[src/rtl/cache_fill_fsm.sv]
// Cache block fill sequencer: one miss issues BLOCK_WORDS reads, writes returns, then tags.
// Optional fill statistics counter enabled by defining CACHE_FILL_STATS_EN.
module cache_fill_fsm #(
  parameter int BLOCK_WORDS = 8,
  parameter int ADDR_W      = 16
) (
  input  logic                           clk,
  input  logic                           rst_n,
  input  logic                           miss_detected,
  input  logic [ADDR_W-1:0]              miss_address,
  input  logic                           memory_data_valid,
  output logic                           fsm_busy,
  output logic                           mem_read_en,
  output logic [ADDR_W-1:0]              memory_address,
  output logic                           write_data_array,
  output logic [$clog2(BLOCK_WORDS)-1:0] data_word_sel,
  output logic                           write_tag_array,
  output logic [15:0]                    fill_count
);

  localparam int SelW = $clog2(BLOCK_WORDS);
  localparam int CntW = SelW + 1;
  localparam logic [CntW-1:0] NumWords = CntW'(BLOCK_WORDS);
  localparam logic [CntW-1:0] LastWord = CntW'(BLOCK_WORDS - 1);
  localparam logic [ADDR_W-1:0] OffMask =
    ADDR_W'(2 * BLOCK_WORDS - 1);

  typedef enum logic {
    Idle = 1'b0,
    Fill = 1'b1
  } state_t;

  state_t            stateQ, stateD;
  logic [ADDR_W-1:0] baseQ;
  logic [CntW-1:0]   issueCnt;
  logic [CntW-1:0]   retCnt;
  logic              issuing;
  logic              startFill;

  always_comb begin
    stateD           = stateQ;
    issuing          = 1'b0;
    startFill        = 1'b0;
    mem_read_en      = 1'b0;
    memory_address   = baseQ;
    write_data_array = 1'b0;
    write_tag_array  = 1'b0;
    data_word_sel    = '0;
    unique case (stateQ)
      Idle: begin
        if (miss_detected) begin
          startFill = 1'b1;
          stateD    = Fill;
        end
      end
      Fill: begin
        if (issueCnt < NumWords) begin
          issuing        = 1'b1;
          mem_read_en    = 1'b1;
          memory_address = baseQ + (ADDR_W'(issueCnt) << 1);
        end
        if (memory_data_valid) begin
          write_data_array = 1'b1;
          data_word_sel    = retCnt[SelW-1:0];
          // Tag goes in with the last word so the block becomes valid atomically.
          if (retCnt == LastWord) begin
            write_tag_array = 1'b1;
            stateD          = Idle;
          end
        end
      end
      default: stateD = Idle;
    endcase
  end

  always_ff @(posedge clk or negedge rst_n) begin
    if (!rst_n) begin
      stateQ   <= Idle;
      baseQ    <= '0;
      issueCnt <= '0;
      retCnt   <= '0;
    end else begin
      stateQ <= stateD;
      if (startFill) begin
        baseQ    <= miss_address & ~OffMask;
        issueCnt <= '0;
        retCnt   <= '0;
      end else begin
        if (issuing)          issueCnt <= issueCnt + 1'b1;
        if (write_data_array) retCnt   <= retCnt + 1'b1;
      end
    end
  end

  assign fsm_busy = (stateQ == Fill);

`ifdef CACHE_FILL_STATS_EN
  logic [15:0] fillCntQ;

  always_ff @(posedge clk or negedge rst_n) begin
    if (!rst_n) begin
      fillCntQ <= '0;
    end else if (write_tag_array && fillCntQ != 16'hFFFF) begin
      fillCntQ <= fillCntQ + 16'd1;
    end
  end

  assign fill_count = fillCntQ;
`else
  assign fill_count = 16'd0;
`endif

endmodule
[config.mk]
export PLATFORM = sky130hd
export DESIGN_NAME = cache_fill_fsm
export DESIGN_NICKNAME = d
export VERILOG_FILES = /design/src/rtl/cache_fill_fsm.sv
export SDC_FILE = /design/constraint.sdc
export NUM_CORES = 1
export LEC_CHECK = 0
export ABC_AREA = 1
export BUFFER_PORTS_ARGS = -buffer_cell sky130_fd_sc_hd__buf_2
export CELL_PAD_IN_SITES_DETAIL_PLACEMENT = 0
export CELL_PAD_IN_SITES_GLOBAL_PLACEMENT = 1
export CORE_MARGIN = 8
export CORE_UTILIZATION = 30
export CTS_CLUSTER_SIZE = 40
export DETAILED_ROUTE_END_ITERATION = 8
export GPL_TIMING_DRIVEN = 0
export PLACE_DENSITY_LB_ADDON = 0.1
export SLEW_MARGIN = 15
export SYNTH_ARGS = -nofsm -noshare
export SYNTH_HDL_FRONTEND = slang
export SYNTH_SLANG_ARGS = --single-unit
[constraint.sdc]
create_clock -name clk -period 2.8 [get_ports clk]
set_input_delay 0.56 -clock clk [delete_from_list [all_inputs] [get_ports clk]]
set_output_delay 0.56 -clock clk [all_outputs]
set_load 0.02 [all_outputs]
==> reports/results.ini <==
[cells_and_area]
layout.filler_cells=440
finalNonFillerCells=270
multi_input_comb_area_um2=497
syn2layout_area_growth_pct=29.7
seqCellArea_um2=526
num_antenna_cells=0
drive_gt1_share_pct=30.5
nNetsFinal=244

[synth]
postSynthRegisterBits=21
yosysTopAreaCell=dfrtp_1
synth.most_common_cell=nand2_1
postSynth.asyncResetShare_pct=100
synth_cells=163
post_synth.cell_area_avg_um2=7.36
synth.top_cell.area_share_pct=43.8
synth_seq_area_share_pct=43.8
synth-main-ff-cell=dfrtp_1
synth.area.top_cells=dfrtp_1 (44%), nand2_1 (18%), buf_4 (11%), inv_1 (4.7%), nor2_1 (4.7%)
synth_cell_types=19
synth.cell_area_um2=1200
synthTopCellsByCount=nand2_1 (56), dfrtp_1 (21), buf_4 (18)
synth.yosys.warnings=0
synth_enable_flop_cells=0

[grt]
grt_antenna_before_repair=0
globalRoute.totalOverflow=0
grt_pass1_wl_um=4730
number_of_global_route_vias_before_repair=1031
grtUsageTotal_pct=9.39
grt_start_max_net_pins=22

[placed_design]
io_buffer_count=37
place_ws_ns=1.01
place.detailed.instances=266
detailed_place_hpwl_um=2400
gp_routability_congestion=0.696

[timing]
max_clock_freq_mhz=497
report.final.setup_viol=0
finalMaxSlewViolations=0
grt_setup_unrepaired=false
fin_worst_skew_ns=0.0114
finalHoldViolations=0
finalWorstPathRequiredPeriod_ns=2.01
layout_setup_ws_ns=0.787
period_share_pct=71.9
finalSetupTns_ns=0

[floorplanning]
floorplan.die.height_um=79.2
rows=23
dieArea_um2=6280
start_util_pct=30.7
core_um2=3910
number_of_ports_placed_on_the_die_boundary=59
fp.dieW_um=79.2

[cts]
clock_sink_count=21
insertion_delay_ns=0.27
root_buffer=clkbuf_8
cts.repair_timing.setup_buffer_count=0
cts_repair_resize_count=0
ctsLongestPathBuffers=2
clkSlewWorstSetupHoldPaths_ns=0.09
hold_buffers=0
tritoncts=built
cts_inserted_buffers=3
cts_htree_levels=1

[worst_setup_path]
setup.worst_path.end_class=output port
critPathMaxFanout=6
worst_setup_path_start_kind=register
worst-endpoint-arrival_ns=1.45
timing.critical_path.required_ns=2.24
critical_path_class=register to output port

[power_and_ir_drop]
peakVddDrop_uv=338
leakagePower_nw=0.927
power_density_nw_per_um2=1000

[drt]
avgViaCountPerCell=3.92
first_iter_violations=54
wl_um=2980
drcViolationCount=0
dr_total_vias=1059
routedWlPerCell_um=11.1
drtPass1Iterations=4
detail-route-antenna-nets=0

[run_status]
outcome=finished, final reports clean

[min_path]
holdCritPathClass=primary input to asynchronous set/reset pin

[run]
max_cap_viol_count=0

## final timing paths
| path | from | slack, ns | cells after the start | to |
|---|---|---|---|---|
| setup / recovery | baseQ[4] | 0.79 | 9 | memory_address[8] |
| hold / removal | rst_n | 0.24 | 1 | issueCnt[2] |
| setup reg to reg | fsm_busy | 1.60 | 5 | baseQ[8] |
| hold reg to reg | baseQ[15] | 0.49 | 2 | baseQ[15] |
| max in group asynchronous | rst_n | 2.21 | 1 | baseQ[7] |
| min in group clk | miss_address[5] | 0.49 | 3 | baseQ[5] |
## sequential cells by signal (all words and copies together) (netlist names)
signal,count
retCnt,4
issueCnt,4
fsm_busy,1
baseQ,12
## metrics by stage
step	area (um2)	total power [mW]	utilization (%)	hold slack, ns
after global routing	1560	1.70	39.8	0.266
after detailed placement	1510	1.37	38.5	0.482
final	1560	1.56	39.8	0.239
after floorplan	1260	1.12	-	0.264
after global placement	1510	1.35	38.5	0.463
after CTS	1560	1.58	39.8	0.258
## layer usage
metal  GRT usage [%]  up-vias  wire length (um)
met2            15.9       24              1520
met4            4.44        0                40
li1                -      567                 -
met5               0        -                 0
met1            10.4      464              1210
met3            3.05        4               212
## layout by cell type (no fill, tap or decap)
cell type   count
a21oi_1         3
buf_2          38
buf_4          18
clkbuf_1        8
clkbuf_8        3
clkinvlp_4      1
conb_1         17
dfrtp_1        21
ha_1            3
inv_1          15
inv_2           3
nand2_1        56
nand2_2         2
nand3_1         4
nand4_1         2
nor2_1         15
nor2_4          1
nor3_2          1
o21ai_0         5
o21ai_1         2
o22ai_1         2
## worst max-delay path, cell delays in order, from the launching register on
cell and delay (ns):
dfrtp_1 0.38, nand2_1 0.06, inv_1 0.05, ha_1 0.13, inv_1 0.06, nor2_4 0.16
nand2_1 0.06, nor2_1 0.08, nor2_1 0.05, buf_2 0.15
## logic make-up (layout without fill, tap and decap cells)
family / count (synthesis) / in the layout / synth area share [%]
adder cells (fa/ha/maj): 3 / 3 / 3.13
flip-flops: 21 / 21 / 43.8
other: 1 / 17 / 0.313
AO/OA/AOI/OAI: 12 / 12 / 5.21
AND/OR/NAND/NOR: 81 / 81 / 27.7
buffers and inverters: 45 / 86 / 19.8
## area by class of cell
| class | count | area share, % |
|---|---|---|
| Sequential cell | 21 | 33.8 |
| Multi-Input combinational cell | 113 | 31.9 |
| Timing Repair Buffer | 37 | 11.9 |
| Buffer | 27 | 10.9 |
| Inverter | 18 | 4.34 |
| Tap cell | 50 | 4.02 |
| Clock buffer | 3 | 2.65 |
| Clock inverter | 1 | 0.482 |
## where the power goes
group	internal, mW	switching, mW	leakage [nW]
combinational	0.282	0.511	0.652
sequential	0.446	0.108	0.254
clock	0.101	0.108	0.0217
Power figures use the tool's default switching activity.
